<file path="config.mk">
export PLATFORM = sky130hd
export DESIGN_NAME = pipe_ctrl
export DESIGN_NICKNAME = d
export VERILOG_FILES = /design/src/rtl/pipe_pkg.sv /design/src/rtl/md_sequencer.sv /design/src/rtl/pipe_ctrl.sv
export SDC_FILE = /design/constraint.sdc
export NUM_CORES = 1
export LEC_CHECK = 0
export CAP_MARGIN = 20
export CORE_AREA = 2 2 91 102
export CTS_BUF_LIST = sky130_fd_sc_hd__clkbuf_8
export CTS_CLUSTER_DIAMETER = 80
export DETAILED_ROUTE_END_ITERATION = 7
export DIE_AREA = 0 0 93 104
export HOLD_SLACK_MARGIN = 0.03
export PLACE_DENSITY = 0.53
export SETUP_SLACK_MARGIN = 0.05
export SLEW_MARGIN = 20
export SYNTH_ARGS = -nofsm -noshare
export SYNTH_HDL_FRONTEND = slang
export SYNTH_SLANG_ARGS = --single-unit
export TNS_END_PERCENT = 5
</file>
<file path="constraint.sdc">
create_clock -name clk -period 6.9 [get_ports clk]
set_clock_uncertainty 0.05 [all_clocks]
set_input_delay 1.38 -clock clk [delete_from_list [all_inputs] [get_ports clk]]
set_output_delay 1.38 -clock clk [all_outputs]
set_load 0.05 [all_outputs]
</file>
<file path="src/rtl/pipe_pkg.sv">
// rtl/pipe_pkg.sv - shared encodings for the pipeline hazard and flush controller
package pipe_pkg;

  localparam logic [1:0]  TUSE_NONE = 2'd3;
  localparam logic [1:0]  TNEW_NOW  = 2'd0;
  localparam logic [4:0]  REG_ZERO  = 5'd0;
  localparam logic [4:0]  EPC_REG   = 5'd14;
  localparam logic [31:0] EXC_ENTRY = 32'h0000_4180;

  typedef enum logic {MD_IDLE, MD_BUSY} md_state_t;

  // Register 0 never carries a dependency; a dst of 0 therefore never matches.
  function automatic logic raw_hazard(input logic [4:0] src, input logic [1:0] tuse,
                                      input logic [4:0] dst, input logic [1:0] tnew);
    return (src != REG_ZERO) && (src == dst) && (tuse < tnew);
  endfunction

endpackage

</file>
<file path="src/rtl/md_sequencer.sv">
// rtl/md_sequencer.sv - multiply/divide busy counter; built only with PIPE_CTRL_MDU_EN
module md_sequencer
  import pipe_pkg::*;
#(
  parameter int MULT_CYCLES = 5,
  parameter int DIV_CYCLES  = 10
) (
  input  logic clk,
  input  logic reset,
  input  logic start,
  input  logic div,
  input  logic flush,
  output logic md_busy
);

`ifdef PIPE_CTRL_MDU_EN
  localparam int CNT_W = 16;

  md_state_t        state;
  logic [CNT_W-1:0] md_cnt;

  // A start in a flush cycle belongs to an instruction being discarded.
  always_ff @(posedge clk) begin
    if (reset) begin
      state  <= MD_IDLE;
      md_cnt <= '0;
    end else if (start && !flush) begin
      state  <= MD_BUSY;
      md_cnt <= div ? CNT_W'(DIV_CYCLES) : CNT_W'(MULT_CYCLES);
    end else if (state == MD_BUSY) begin
      if (md_cnt == CNT_W'(1)) begin
        state  <= MD_IDLE;
        md_cnt <= '0;
      end else begin
        md_cnt <= md_cnt - CNT_W'(1);
      end
    end
  end

  assign md_busy = !reset && (start || (md_cnt != '0));
`else
  logic unused_md;
  assign unused_md = ^{clk, reset, start, div, flush};
  assign md_busy   = 1'b0;
`endif

endmodule

</file>
<file path="src/rtl/pipe_ctrl.sv">
// rtl/pipe_ctrl.sv - stall/flush controller for the five-stage pipeline
// MDU sequencer and MDU stall term present only with PIPE_CTRL_MDU_EN.
module pipe_ctrl
  import pipe_pkg::*;
#(
  parameter int MULT_CYCLES = 5,
  parameter int DIV_CYCLES  = 10
) (
  input  logic        clk,
  input  logic        reset,
  input  logic [4:0]  D_rs,
  input  logic [4:0]  D_rt,
  input  logic [1:0]  D_Tuse_rs,
  input  logic [1:0]  D_Tuse_rt,
  input  logic [4:0]  E_RegAddr,
  input  logic [4:0]  M_RegAddr,
  input  logic [1:0]  E_Tnew,
  input  logic [1:0]  M_Tnew,
  input  logic        D_is_md,
  input  logic        E_md_start,
  input  logic        E_md_div,
  input  logic        D_eret,
  input  logic        E_mtc0_epc,
  input  logic        M_mtc0_epc,
  input  logic        M_req,
  output logic        stall,
  output logic        req,
  output logic        md_busy,
  output logic [31:0] stall_cnt
);

  logic raw_stall;
  logic mdu_stall;
  logic eret_stall;

  assign raw_stall = raw_hazard(D_rs, D_Tuse_rs, E_RegAddr, E_Tnew)
                   | raw_hazard(D_rs, D_Tuse_rs, M_RegAddr, M_Tnew)
                   | raw_hazard(D_rt, D_Tuse_rt, E_RegAddr, E_Tnew)
                   | raw_hazard(D_rt, D_Tuse_rt, M_RegAddr, M_Tnew);

  // eret must read the EPC value an in-flight mtc0 is about to write.
  assign eret_stall = D_eret && (E_mtc0_epc || M_mtc0_epc);

  md_sequencer #(
    .MULT_CYCLES(MULT_CYCLES),
    .DIV_CYCLES (DIV_CYCLES)
  ) u_md_sequencer (
    .clk    (clk),
    .reset  (reset),
    .start  (E_md_start),
    .div    (E_md_div),
    .flush  (M_req),
    .md_busy(md_busy)
  );

`ifdef PIPE_CTRL_MDU_EN
  assign mdu_stall = D_is_md && md_busy;
`else
  logic unused_d_md;
  assign unused_d_md = D_is_md;
  assign mdu_stall   = 1'b0;
`endif

  // A flush discards D anyway, so it overrides any stall.
  assign req   = !reset && M_req;
  assign stall = !reset && !M_req && (raw_stall || mdu_stall || eret_stall);

  always_ff @(posedge clk) begin
    if (reset) begin
      stall_cnt <= '0;
    end else if (stall && (stall_cnt != 32'hFFFF_FFFF)) begin
      stall_cnt <= stall_cnt + 32'd1;
    end
  end

endmodule

</file>
==> metrics.txt <==
FP Rows 36; Die X between 90 and 100 um; Synth area leaders dfxtp_1, xor2_1, nand4_1, a21oi_1, mux2_2; register area share after synthesis 30.5%; Critical Path End Type primary output; worst hold path class register to register; Setup Viol. Count Final 0; Post-Synthesis Net Count around 300; core area 0.00865 mm2; WHS 458 ps; R2R setup slack around 3800 ps; I/O pins slightly above 70; WL/cell 14.0 um; fin crit period 5360 ps; Slew headroom 52.5%; # fillers approximately 940; initial antenna violation count 0; CTS sink cnt 32; multi-input logic area approximately 0.0013 mm2; critical path peak fanout 3; Total GRT Usage between 10 and 15%; vias in the first global route 2,078; global-route wire length before repair 9920 um; WP data required 5470 ps; PostCTS Resize Cnt 0; pin count of the biggest net entering global routing 55; Avg Cell Area, Syn 8.10 um2; met3 WL 430 um; max FFs per register 32; largest area contributor in the netlist dfxtp_1; fraction of layout cells with a size suffix above 1 under 10%; DIE AREA 0.00967 mm2; Ys Warns 0; outcome completed; Die Ht 104 um; grt total ovfl 0; clk slew on worst S/H paths 70 ps; Biggest register stall_cnt; IR drop worst, VDD 65.2 uV; 1st-pass router iterations 4; final net count about 360; largest stage delay on the critical path approximately 800 ps; #FFs+latches synth 32; post-synth top area share a little under a third; P&R area growth vs syn 40.5%; Critical-path top delay cell clkdlybuf4s50_1; Setup Fix Bufs, Post-CTS 0; Setup Total Neg Slack 0 ps; Routed Antenna Nets 0; GP Congestion ~0.88; cell repeated most along the worst path clkdlybuf4s50_1; WL final 6100 um; P per Cell Area approximately 130 mW/mm2; Max clock buf depth 2; I/O Buffers 67; Vias/cell a little over 5; drt initial violations between 100 and 150; critical path arrival 3930 ps; FMAX 0.187 GHz; critical path class primary input to primary output; metal2 WL 2840 um; # H-tree levels 2; total number of vias between 2,000 and 2,500; met1 wire length 2680 um; RSZ-0062 raised after global routing no; Final Hold Viols 0; Highest Signal Layer met4; top flop regs stall_cnt x32; post-DP HPWL 4530 um; Leak 0.935 nW; Final period util 77.6%; Yosys cell types 38; CTS tree done; Post-Syn Instances 259; flip-flop and latch area 641 um2; max-slew violation count 0; Startpoint Class primary input; Synth Cell Area around 0.0021 mm2; Slew @ Worst Pin 711 ps; Initial Utilization 24.2%; DR DRC count 0; worst-path cell chain clkdlybuf4s50_1 > xor2_1 > nor4_1 > nand4b_1 > a21oi_2 > o31ai_4 > inv_1 > clkdlybuf4s50_1; worst skew pair latency around 280 ps; ant diodes 0; Hold-fix buffers, CTS 0; total CTS buffers 5; CTS root buffer clkbuf_8; max_cap viols 0
## kinds of logic after synthesis
logic type      synth area share [%]
simple gates                    31.8
xor+xnor                        8.35
fa+ha+maj                       2.98
buf+inv                         5.19
flops                           30.5
mux                             4.30
compound gates                  16.6
other cells                    0.179
## path summary, 6_finish.rpt
check / depth (start not counted) / end / from
worst max register to register: 7 / stall_cnt[25]$_SDFFE_PP0P_ / stall_cnt[0]$_SDFFE_PP0P_
worst min-delay path: 2 / stall_cnt[9]$_SDFFE_PP0P_ / stall_cnt[9]$_SDFFE_PP0P_
worst min register to register: 2 / stall_cnt[9]$_SDFFE_PP0P_ / stall_cnt[9]$_SDFFE_PP0P_
worst max-delay path: 8 / stall / D_rs[1]
## cell usage in the layout (no fill, tap or decap), types with 3 or more instances in the layout
master and instances:
clkdlybuf4s50_1 67, dfxtp_1 32, a21oi_1 21, nor2_1 18, o21ai_0 17, nand4_1 17
xor2_1 15, or3_1 14, nor4_1 12, nand3_1 12, inv_1 10, or4_1 9
nand2_1 9, nor2b_1 8, mux2_2 8, o31ai_1 7, clkbuf_8 6, xnor2_1 5
ha_1 5, nand4b_1 3, and3_1 3, o41ai_1 3
## where the power goes
group	switching, mW	total, mW	internal (mW)
Sequential	0.000447	0.185	0.185
Combinational	0.0297	0.0585	0.0288
Clock	0.0734	0.153	0.0796
## layer usage
metal  vias to the layer above  track usage, %
li1                       1090               -
met5                         -               0
met2                        73            19.8
met1                      1017            15.6
met4                         0            5.15
met3                        15            3.70
## critical path: cells and delay by family
family | cells | cell delay [ps]
and+or+nand+nor | 2 | 600
xor gates and xnor gates | 1 | 200
buffers and inverters | 3 | 1440
AOI/OAI and AO/OA | 2 | 310
## layout make-up
class / count / share of cell area (%)
well taps: 114 / 4.84
repair buffers: 69 / 23.3
flip-flops and latches: 32 / 21.7
multi-input cells: 203 / 45.7
clock buffers: 6 / 2.80
inverters: 10 / 1.27
clock inverters: 2 / 0.340
## cell usage after synthesis
| cell type | count |
|---|---|
| a21oi_1 | 21 |
| a21oi_2 | 2 |
| and2_1 | 1 |
| and3_1 | 3 |
| and4_1 | 1 |
| buf_2 | 3 |
| buf_4 | 2 |
| buf_6 | 1 |
| clkbuf_1 | 8 |
| conb_1 | 1 |
| dfxtp_1 | 32 |
| ha_1 | 5 |
| inv_1 | 10 |
| mux2_2 | 8 |
| nand2_1 | 9 |
| nand3_1 | 12 |
| nand3b_1 | 1 |
| nand4_1 | 17 |
| nand4b_1 | 3 |
| nor2_1 | 18 |
| nor2b_1 | 8 |
| nor3_1 | 1 |
| nor3_2 | 1 |
| nor4_1 | 12 |
| nor4_4 | 1 |
| nor4b_1 | 1 |
| o21a_1 | 2 |
| o21ai_0 | 17 |
| o311ai_0 | 2 |
| o31a_1 | 1 |
| o31ai_1 | 7 |
| o31ai_4 | 1 |
| o41ai_1 | 3 |
| or2_2 | 1 |
| or3_1 | 14 |
| or4_1 | 9 |
| xnor2_1 | 5 |
| xor2_1 | 15 |
## per-stage QoR
stage | cells | util, % | total power [mW] | setup slack (ps) | cell area [um2]
floorplan | 259 | - | 0.218 | 2610 | 2100
global placement | 428 | 33.0 | 0.247 | 1570 | 2850
detailed placement | 428 | 33.0 | 0.248 | 1510 | 2850
CTS | 436 | 34.1 | 0.401 | 1520 | 2950
global route | 436 | 34.1 | 0.415 | 1380 | 2950
finish | 436 | 34.1 | 0.397 | 1540 | 2950
(Power assumes the default switching activity.)
